$ cat config.mk
export PLATFORM = sky130hd
export DESIGN_NAME = mem_bank_arbiter_flat
export DESIGN_NICKNAME = d
export VERILOG_FILES = /design/src/rtl/mem_bank_arbiter_if.sv /design/src/rtl/mem_bank_arbiter.sv /design/src/flat_wrapper.sv
export SDC_FILE = /design/constraint.sdc
export NUM_CORES = 1
export LEC_CHECK = 0
export ABC_AREA = 0
export BUFFER_PORTS_ARGS = -buffer_cell sky130_fd_sc_hd__buf_4
export CAP_MARGIN = 20
export CORE_ASPECT_RATIO = 0.9
export CORE_UTILIZATION = 44
export DETAILED_ROUTE_END_ITERATION = 10
export HOLD_SLACK_MARGIN = 0.15
export PLACE_DENSITY = 0.8
export SKIP_CTS_REPAIR_TIMING = 1
export SLEW_MARGIN = 20
export SYNTH_ARGS = -nofsm -noshare
export SYNTH_HDL_FRONTEND = slang
export SYNTH_SLANG_ARGS = --single-unit
$ cat constraint.sdc
create_clock -name clk -period 1.7 [get_ports clk]
set_input_delay 0.34 -clock clk [delete_from_list [all_inputs] [get_ports clk]]
set_output_delay 0.34 -clock clk [all_outputs]
set_load 0.03 [all_outputs]
$ cat src/rtl/mem_bank_arbiter_if.sv
// rtl/mem_bank_arbiter_if.sv - requester and memory-bank signal bundle for mem_bank_arbiter
interface mem_bank_arbiter_if;
    logic       req0;
    logic       req1;
    logic       we0;
    logic       we1;
    logic [2:0] addr0;
    logic [2:0] addr1;
    logic [7:0] wdata0;
    logic [7:0] wdata1;
    logic       gnt0;
    logic       gnt1;
    logic       rvalid0;
    logic       rvalid1;
    logic [7:0] rdata0;
    logic [7:0] rdata1;
    logic       mem_wr;
    logic       mem_rd;
    logic [2:0] mem_addr;
    logic [7:0] mem_din;
    logic       mem_resetn;
    logic [7:0] mem_dout;
    logic       mem_error;
    logic       busy;
    logic       err;

    modport master (
        output req0, req1, we0, we1, addr0, addr1, wdata0, wdata1, mem_dout, mem_error,
        input  gnt0, gnt1, rvalid0, rvalid1, rdata0, rdata1,
        input  mem_wr, mem_rd, mem_addr, mem_din, mem_resetn, busy, err
    );

    modport slave (
        input  req0, req1, we0, we1, addr0, addr1, wdata0, wdata1, mem_dout, mem_error,
        output gnt0, gnt1, rvalid0, rvalid1, rdata0, rdata1,
        output mem_wr, mem_rd, mem_addr, mem_din, mem_resetn, busy, err
    );
endinterface

$ cat src/rtl/mem_bank_arbiter.sv
// rtl/mem_bank_arbiter.sv - two-port round-robin arbiter in front of a single memory bank
module mem_bank_arbiter (
    input  logic              clk,
    input  logic              reset,
    mem_bank_arbiter_if.slave bus
);
    localparam logic [1:0] IDLE  = 2'd0;
    localparam logic [1:0] ISSUE = 2'd1;
    localparam logic [1:0] WAIT  = 2'd2;
    localparam logic [1:0] RESP  = 2'd3;

    logic [1:0] r_state;
    logic       r_last;
    logic       r_win;
    logic       r_we;
    logic [1:0] r_req_q;
    logic [1:0] r_gnt_seen;
    logic [1:0] r_gnt;
    logic [1:0] r_rvalid;
    logic [7:0] r_rdata0;
    logic [7:0] r_rdata1;
    logic       r_mem_wr;
    logic       r_mem_rd;
    logic [2:0] r_mem_addr;
    logic [7:0] r_mem_din;
    logic       r_mem_resetn;
    logic       r_busy;
    logic       r_err;

    logic [1:0] w_req;
    logic       w_win;
    logic       w_we;
    logic [2:0] w_addr;
    logic [7:0] w_wdata;
    logic [1:0] w_drop;
    logic       w_err_set;

    always_comb begin
        w_req   = {bus.req1, bus.req0};
        w_win   = (w_req == 2'b11) ? ~r_last : w_req[1];
        w_we    = w_win ? bus.we1    : bus.we0;
        w_addr  = w_win ? bus.addr1  : bus.addr0;
        w_wdata = w_win ? bus.wdata1 : bus.wdata0;
        // A request that was high last edge and is gone now, without a grant shown or seen, was abandoned.
        w_drop    = r_req_q & ~w_req & ~r_gnt_seen & ~r_gnt;
        w_err_set = bus.mem_error |
                    (((r_state == IDLE) || (r_state == ISSUE)) && (w_drop != 2'b00));
    end

    always_ff @(posedge clk) begin
        if (reset) begin
            r_state      <= IDLE;
            r_last       <= 1'b1;
            r_win        <= 1'b0;
            r_we         <= 1'b0;
            r_req_q      <= 2'b00;
            r_gnt_seen   <= 2'b00;
            r_gnt        <= 2'b00;
            r_rvalid     <= 2'b00;
            r_rdata0     <= 8'h00;
            r_rdata1     <= 8'h00;
            r_mem_wr     <= 1'b0;
            r_mem_rd     <= 1'b0;
            r_mem_addr   <= 3'd0;
            r_mem_din    <= 8'h00;
            r_mem_resetn <= 1'b0;
            r_busy       <= 1'b0;
            r_err        <= 1'b0;
        end else begin
            r_gnt        <= 2'b00;
            r_rvalid     <= 2'b00;
            r_rdata0     <= 8'h00;
            r_rdata1     <= 8'h00;
            r_mem_wr     <= 1'b0;
            r_mem_rd     <= 1'b0;
            r_mem_addr   <= 3'd0;
            r_mem_din    <= 8'h00;
            r_mem_resetn <= 1'b1;
            r_req_q      <= w_req;
            r_gnt_seen   <= (r_gnt_seen | r_gnt) & w_req;
            if (w_err_set) begin
                r_err <= 1'b1;
            end
            case (r_state)
                IDLE: begin
                    if (w_req != 2'b00) begin
                        r_state           <= ISSUE;
                        r_busy            <= 1'b1;
                        r_win             <= w_win;
                        r_last            <= w_win;
                        r_we              <= w_we;
                        r_gnt[w_win]      <= 1'b1;
                        r_gnt_seen[w_win] <= 1'b0;
                        r_mem_wr          <= w_we;
                        r_mem_rd          <= ~w_we;
                        r_mem_addr        <= w_addr;
                        r_mem_din         <= w_wdata;
                    end
                end
                ISSUE: begin
                    r_state <= r_we ? IDLE : WAIT;
                    r_busy  <= ~r_we;
                end
                WAIT: begin
                    r_state         <= RESP;
                    r_rvalid[r_win] <= 1'b1;
                    if (r_win) begin
                        r_rdata1 <= bus.mem_dout;
                    end else begin
                        r_rdata0 <= bus.mem_dout;
                    end
                end
                RESP: begin
                    r_state <= IDLE;
                    r_busy  <= 1'b0;
                end
                default: begin
                    r_state <= IDLE;
                    r_busy  <= 1'b0;
                end
            endcase
        end
    end

    assign bus.gnt0       = r_gnt[0];
    assign bus.gnt1       = r_gnt[1];
    assign bus.rvalid0    = r_rvalid[0];
    assign bus.rvalid1    = r_rvalid[1];
    assign bus.rdata0     = r_rdata0;
    assign bus.rdata1     = r_rdata1;
    assign bus.mem_wr     = r_mem_wr;
    assign bus.mem_rd     = r_mem_rd;
    assign bus.mem_addr   = r_mem_addr;
    assign bus.mem_din    = r_mem_din;
    assign bus.mem_resetn = r_mem_resetn;
    assign bus.busy       = r_busy;
    assign bus.err        = r_err;
endmodule
$ cat src/flat_wrapper.sv
// flat-port wrapper written by rule: the top's interface ports become plain ports
module mem_bank_arbiter_flat 
  (clk, reset, bus_req0, bus_req1, bus_we0, bus_we1, bus_addr0, bus_addr1, bus_wdata0, bus_wdata1, bus_mem_dout, bus_mem_error, bus_gnt0, bus_gnt1, bus_rvalid0, bus_rvalid1, bus_rdata0, bus_rdata1, bus_mem_wr, bus_mem_rd, bus_mem_addr, bus_mem_din, bus_mem_resetn, bus_busy, bus_err);
  mem_bank_arbiter_if bus_i ();
  input  logic clk;
  input  logic reset;
  input wire logic [$bits(bus_i.req0)-1:0] bus_req0;
  input wire logic [$bits(bus_i.req1)-1:0] bus_req1;
  input wire logic [$bits(bus_i.we0)-1:0] bus_we0;
  input wire logic [$bits(bus_i.we1)-1:0] bus_we1;
  input wire logic [$bits(bus_i.addr0)-1:0] bus_addr0;
  input wire logic [$bits(bus_i.addr1)-1:0] bus_addr1;
  input wire logic [$bits(bus_i.wdata0)-1:0] bus_wdata0;
  input wire logic [$bits(bus_i.wdata1)-1:0] bus_wdata1;
  input wire logic [$bits(bus_i.mem_dout)-1:0] bus_mem_dout;
  input wire logic [$bits(bus_i.mem_error)-1:0] bus_mem_error;
  output wire logic [$bits(bus_i.gnt0)-1:0] bus_gnt0;
  output wire logic [$bits(bus_i.gnt1)-1:0] bus_gnt1;
  output wire logic [$bits(bus_i.rvalid0)-1:0] bus_rvalid0;
  output wire logic [$bits(bus_i.rvalid1)-1:0] bus_rvalid1;
  output wire logic [$bits(bus_i.rdata0)-1:0] bus_rdata0;
  output wire logic [$bits(bus_i.rdata1)-1:0] bus_rdata1;
  output wire logic [$bits(bus_i.mem_wr)-1:0] bus_mem_wr;
  output wire logic [$bits(bus_i.mem_rd)-1:0] bus_mem_rd;
  output wire logic [$bits(bus_i.mem_addr)-1:0] bus_mem_addr;
  output wire logic [$bits(bus_i.mem_din)-1:0] bus_mem_din;
  output wire logic [$bits(bus_i.mem_resetn)-1:0] bus_mem_resetn;
  output wire logic [$bits(bus_i.busy)-1:0] bus_busy;
  output wire logic [$bits(bus_i.err)-1:0] bus_err;
  assign bus_i.req0 = bus_req0;
  assign bus_i.req1 = bus_req1;
  assign bus_i.we0 = bus_we0;
  assign bus_i.we1 = bus_we1;
  assign bus_i.addr0 = bus_addr0;
  assign bus_i.addr1 = bus_addr1;
  assign bus_i.wdata0 = bus_wdata0;
  assign bus_i.wdata1 = bus_wdata1;
  assign bus_i.mem_dout = bus_mem_dout;
  assign bus_i.mem_error = bus_mem_error;
  assign bus_gnt0 = bus_i.gnt0;
  assign bus_gnt1 = bus_i.gnt1;
  assign bus_rvalid0 = bus_i.rvalid0;
  assign bus_rvalid1 = bus_i.rvalid1;
  assign bus_rdata0 = bus_i.rdata0;
  assign bus_rdata1 = bus_i.rdata1;
  assign bus_mem_wr = bus_i.mem_wr;
  assign bus_mem_rd = bus_i.mem_rd;
  assign bus_mem_addr = bus_i.mem_addr;
  assign bus_mem_din = bus_i.mem_din;
  assign bus_mem_resetn = bus_i.mem_resetn;
  assign bus_busy = bus_i.busy;
  assign bus_err = bus_i.err;
  mem_bank_arbiter u_core (.clk(clk), .reset(reset), .bus(bus_i));
endmodule
* After elaboration in Yosys (flattened, before gate mapping)
Index checks and enable logic that the tools add are counted.
** Word-level totals
- Flip-flop bits (word level) :: 45
- Latch bits :: 0
- Memory bits (writable) :: 0
- Memory bits (read-only) :: 0
- Input port bits :: 37
- Word-level logic and storage cells :: 74
- Memories kept :: 0
** Cells by class
- Add/subtract/negate cells :: 0
- Multipliers :: 0
- Div/mod/pow operators :: 0
- $lt $le $gt $ge :: 4
- Eq/ne operators :: 5
- Shift-type cells :: 0
- Multiplexer cells :: 16
- Bitwise gates (word level) :: 18
- Reductions and logical operators :: 14
** Operators by type and width (number)
- 2-bit AND :: 5
- 3-bit OR reduction :: 3
- 2-bit two-way mux :: 4
- 8-bit two-way mux :: 1
- 2-bit inverter :: 4
- 2-bit case mux with 4 select lines :: 1
- 1-bit inverter :: 7
- 2-bit == test, second input constant :: 3
- 1-bit two-way mux :: 6
- 1-bit by 2-bit less-than comparator with 1-bit output, second input constant :: 2
- 2-bit AND reduction :: 2
- 2-bit nonzero test :: 2
- 1-bit logical AND :: 3
- 3-bit two-way mux :: 1
- 1-bit case mux with 3 select lines :: 1
- 3-bit nonzero test :: 1
- 1-bit demux with 1-bit select :: 2
- 2-bit by 1-bit == test with 1-bit output, second input constant :: 1
- 1-bit >= comparator, second input constant :: 2
- 2-bit logical NOT :: 1
- 2-bit inequality test, second input constant :: 1
- 2-bit bitwise OR :: 1
- 2-bit OR reduction :: 1
- 1-bit logical OR :: 1
- 1-bit bitwise OR :: 1

* Depth between registers and ports, before layout
- Depth in word-level cells :: 10
- Depth in mapped cells :: 5
- Mapped depth without buffers :: 3

* Worst setup path after synthesis
No wires, ideal clock.
- Path type :: input to register
- Start :: input port reset
- End :: register u_core.r_mem_addr[1] (netlist: u_core.bus.mem_addr[1])
- Setup time :: 0.057 ns
- Data arrival time :: 1.269 ns
- Data required time :: 1.643 ns
- Slack :: 0.374 ns
- Cell stages on the path :: 5
- Buffers on the path :: 2
- Cells stage by stage :: buf_6 nand2b_4 a2111oi_4 buf_6 a22o_2
** On the way
- Word-level cells in the longest chain between the ends :: 1
** RTL lines
- start: declaration :: line flat_wrapper.sv:6 : input logic reset;
- 3-bit OR reduction (no source line)
- end signal: assignment :: line mem_bank_arbiter.sv:96 : r_mem_addr <= w_addr;
- end: declaration :: line mem_bank_arbiter.sv:24 : logic [2:0] r_mem_addr;
Every way passes these cells.
A chain may end at the register's enable or synchronous reset.

* Worst setup path after layout
- Start :: register u_core.r_state[0]
- End :: register u_core.r_mem_din[2] (netlist: u_core.bus.mem_din[2])
** On the way
- Word-level cells in the longest chain between the ends :: 3
** RTL lines
- start: declaration :: line mem_bank_arbiter.sv:12 : logic [1:0] r_state;
- start signal: assignment :: line mem_bank_arbiter.sv:101 : r_state <= r_we ? IDLE : WAIT;
- 2-bit logical NOT :: line mem_bank_arbiter.sv:84 : case (r_state)
- 1-bit inverter (no source line)
- 3-bit OR reduction (no source line)
- end signal: assignment :: line mem_bank_arbiter.sv:97 : r_mem_din <= w_wdata;
- end: declaration :: line mem_bank_arbiter.sv:25 : logic [7:0] r_mem_din;
Every way passes these cells.

==> out/metrics.cfg <==
[synth]
synth_area_um2=1430
synth.top_cell.area_share=0.629
synth-seq-cells=45
synth-async-reset-ratio=0
synthAdderAreaFrac=0
synth-edff-count=0
synth_flop_cell=dfxtp_1
muxShareOfSynthArea=0.0140
yosysTopAreaCell=dfxtp_1
synth_fp_nets=153
syn_avg_cell_area_um2=12.3
synth_compound_area_frac=0.162
ys_seq_area_frac=0.629
synth_cells=116
ys_types=29
synth_xor_area_frac=0
synth_top_family_by_area=compound AO/OA/AOI/OAI gates
synth_warnings=0
ys_top_cells_by_area=dfxtp_1 63%, and2_1 7.4%, a22o_2 6.3%
synthSimpleGateAreaFrac=0.154

[min_path]
whs_path_depth=2
hold_path_startpoint=bus_wdata1[7]
hold_end=u_core.bus.mem_din[7]
hold_class=input pin to flip-flop

[run]
maxCapViolations=0

[setup_path]
crit_chain=a211oi_1 > and2_2 > a22o_2
cp.arrival_ns=1.70
cp-start-kind=flip-flop
path_max_fanout=13
path_class=flip-flop to flip-flop
end_kind=flip-flop
reg2reg_slack_ns=0.31
worst_r2r_path_depth=3
worstReg2RegStart=u_core.r_state[0]
critical-path-top-delay-family=compound AO/OA/AOI/OAI gates
slowest_stage=dfxtp_1
slowest_delay_ns=0.44
cp.required_ns=2.00
worst-path-buf-inv=0
regToRegEndpoint=u_core.bus.mem_din[2]

[timing]
finClkSkew_ns=0.00929
fin_crit_ns=1.39
finalSetupTns_ns=0
slew_headroom=0.743
report.final.slew_viol_count=0
finalSetupViolCount=0
max_freq_mhz=717
rsz0062_at_grt=false
period_share=0.820
timing.final.hold_violations=0
worst_pin_slew_ns=0.384

[global_route]
met1_usage=0.183
grt_pass1_vias=1123
met3_usage=0.0594
grt_start_max_net_pins=14
grt_pass1_wl_um=4830
globalRouteMet2Util=0.344
grt_usage=0.183
busiest_layer=met2
grt_overflow=0
grt_antenna_before_repair=0

[detailed_routing]
ant_nets=0
dr.pass1.iters=4
dr.first_iter.drc_count=24
wl_um=3100
num_vias=1138
routedWlPerCell_um=13.2
routed_via_density=4.86
post-route-drc-count=0

[cells_and_area]
fill_cells=251
fin_nets=228
num_antenna_cells=0
area_growth_pct=44.1
drive_gt1_frac=0.510
postLayoutCellArea_um2=2060
stdcell_count=234
fin_util=0.672

[die]
core_um2=3070
die_w_um=62.1
start_util=0.467
die_h_um=56.1
die-area_um2=3490
rows=19
top_level_ports=73

[power]
vdd_drop_max_v=0.000709
switching_power_mw=0.516
power_leakage_nw=0.989
pwr-share-seq=0.566
internal-power_mw=1.51
clkPwrFrac=0.270
combinationalPowerShare=0.164
powerDensity_nw_per_um2=984
switching_share=0.254

[clock_network]
numCtsBuffers=5
clkTransAtPathRegs_ns=0.12
htreeDepth=2
cts_sinks=45
root_buffer=clkbuf_4
clockBufferDepth=2
cts_tree=built
clk_latency_ns=0.35

[placement]
dp_cells=226
globalplace.congestion=0.801
dp_hpwl_um=2390
place_area_um2=1990
numPortBuffers=72

[status]
status=completed

==> state kept, by name (all words and copies together), names as in the netlist, 2 cells and up, named ones only <==
register / count
u_core.bus.rdata1: 8
u_core.r_gnt: 2
u_core.r_rvalid: 2
u_core.r_gnt_seen: 2
u_core.bus.rdata0: 8
u_core.r_req_q: 2
u_core.bus.mem_addr: 3
u_core.bus.mem_din: 8
==> layout make-up <==
class | count | area (um^2) | area share
clock inverter | 1 | 5.00 | 0.00243
clock buffer | 7 | 65.1 | 0.0316
inverter | 3 | 11.3 | 0.00546
tap | 42 | 52.6 | 0.0255
sequential | 45 | 901 | 0.437
multi-input combinational | 62 | 472 | 0.229
timing repair buffer | 74 | 556 | 0.269
==> worst max path at each step <==
| stage | start | endpoint | cells after the start |
|---|---|---|---|
| final | u_core.r_state[0] | u_core.bus.mem_din[2] | 3 |
| after global routing | u_core.r_state[0] | u_core.bus.mem_din[5] | 3 |
| after CTS | u_core.r_state[0] | u_core.bus.mem_din[2] | 3 |
| after detailed placement | reset | u_core.bus.mem_din[2] | 5 |
| after global placement | reset | u_core.bus.mem_din[2] | 5 |
| after floorplan | reset | u_core.bus.mem_addr[1] | 5 |
==> worst reg2reg max path, stage by stage (launching register included) <==
cell,delay [ns]
dfxtp_1,0.44
a211oi_1,0.37
and2_2,0.36
a22o_2,0.19
==> stage by stage <==
stage	power, mW	setup WS (ns)	hold WS [ns]
2_1_floorplan	1.36	0.374	0.461
3_3_place_gp	1.49	0.305	0.479
3_5_place_dp	1.51	0.262	0.512
4_1_cts	2.04	0.299	0.181
5_1_grt	2.12	0.188	0.172
6_report	2.03	0.305	0.191
==> per-layer routing <==
metal,part of all wire,vias up,wire length [um]
li1,-,550,-
met3,0.066,8,204
met5,0,-,0
met1,0.38,528,1170
met4,0.020,0,63
met2,0.53,52,1650
==> synth_stat cells, types with 2 or more instances <==
| cell | n |
|---|---|
| dfxtp_1 | 45 |
| and2_1 | 17 |
| a22o_2 | 9 |
| nor2_1 | 7 |
| a211oi_1 | 3 |
| buf_6 | 3 |
| inv_1 | 3 |
| a21oi_1 | 2 |
| a22o_1 | 2 |
| and3_1 | 2 |
| buf_2 | 2 |
| mux2i_1 | 2 |
| nor4b_1 | 2 |
| o21ai_0 | 2 |
==> power groups by stage <==
stage                     clock network (mW)  registers [mW]  logic [mW]
after detailed placement                   0            1.17       0.335
after global routing                   0.608            1.15       0.354
after CTS                              0.559            1.15       0.336
after global placement                     0            1.17       0.325
final                                  0.547            1.15       0.333
after floorplan                            0            1.24       0.121
==> cells by family after synthesis <==
kind of cell    count (synthesis)
simple gates                   35
compound gates                 25
flops                          45
buf+inv                         9
mux                             2
==> layout by cell type, fill, tap and decap left out, types with 2 or more instances in the layout <==
cell,count
clkbuf_8,2
mux2i_1,2
and2_1,17
dfxtp_1,45
and3_1,2
a22o_2,9
o21ai_0,2
inv_1,3
clkbuf_4,5
nor2_1,7
buf_4,74
a21oi_1,2
nor4b_1,2
a22o_1,2
a211oi_1,3
No activity file was read; power rests on OpenSTA's default activity.
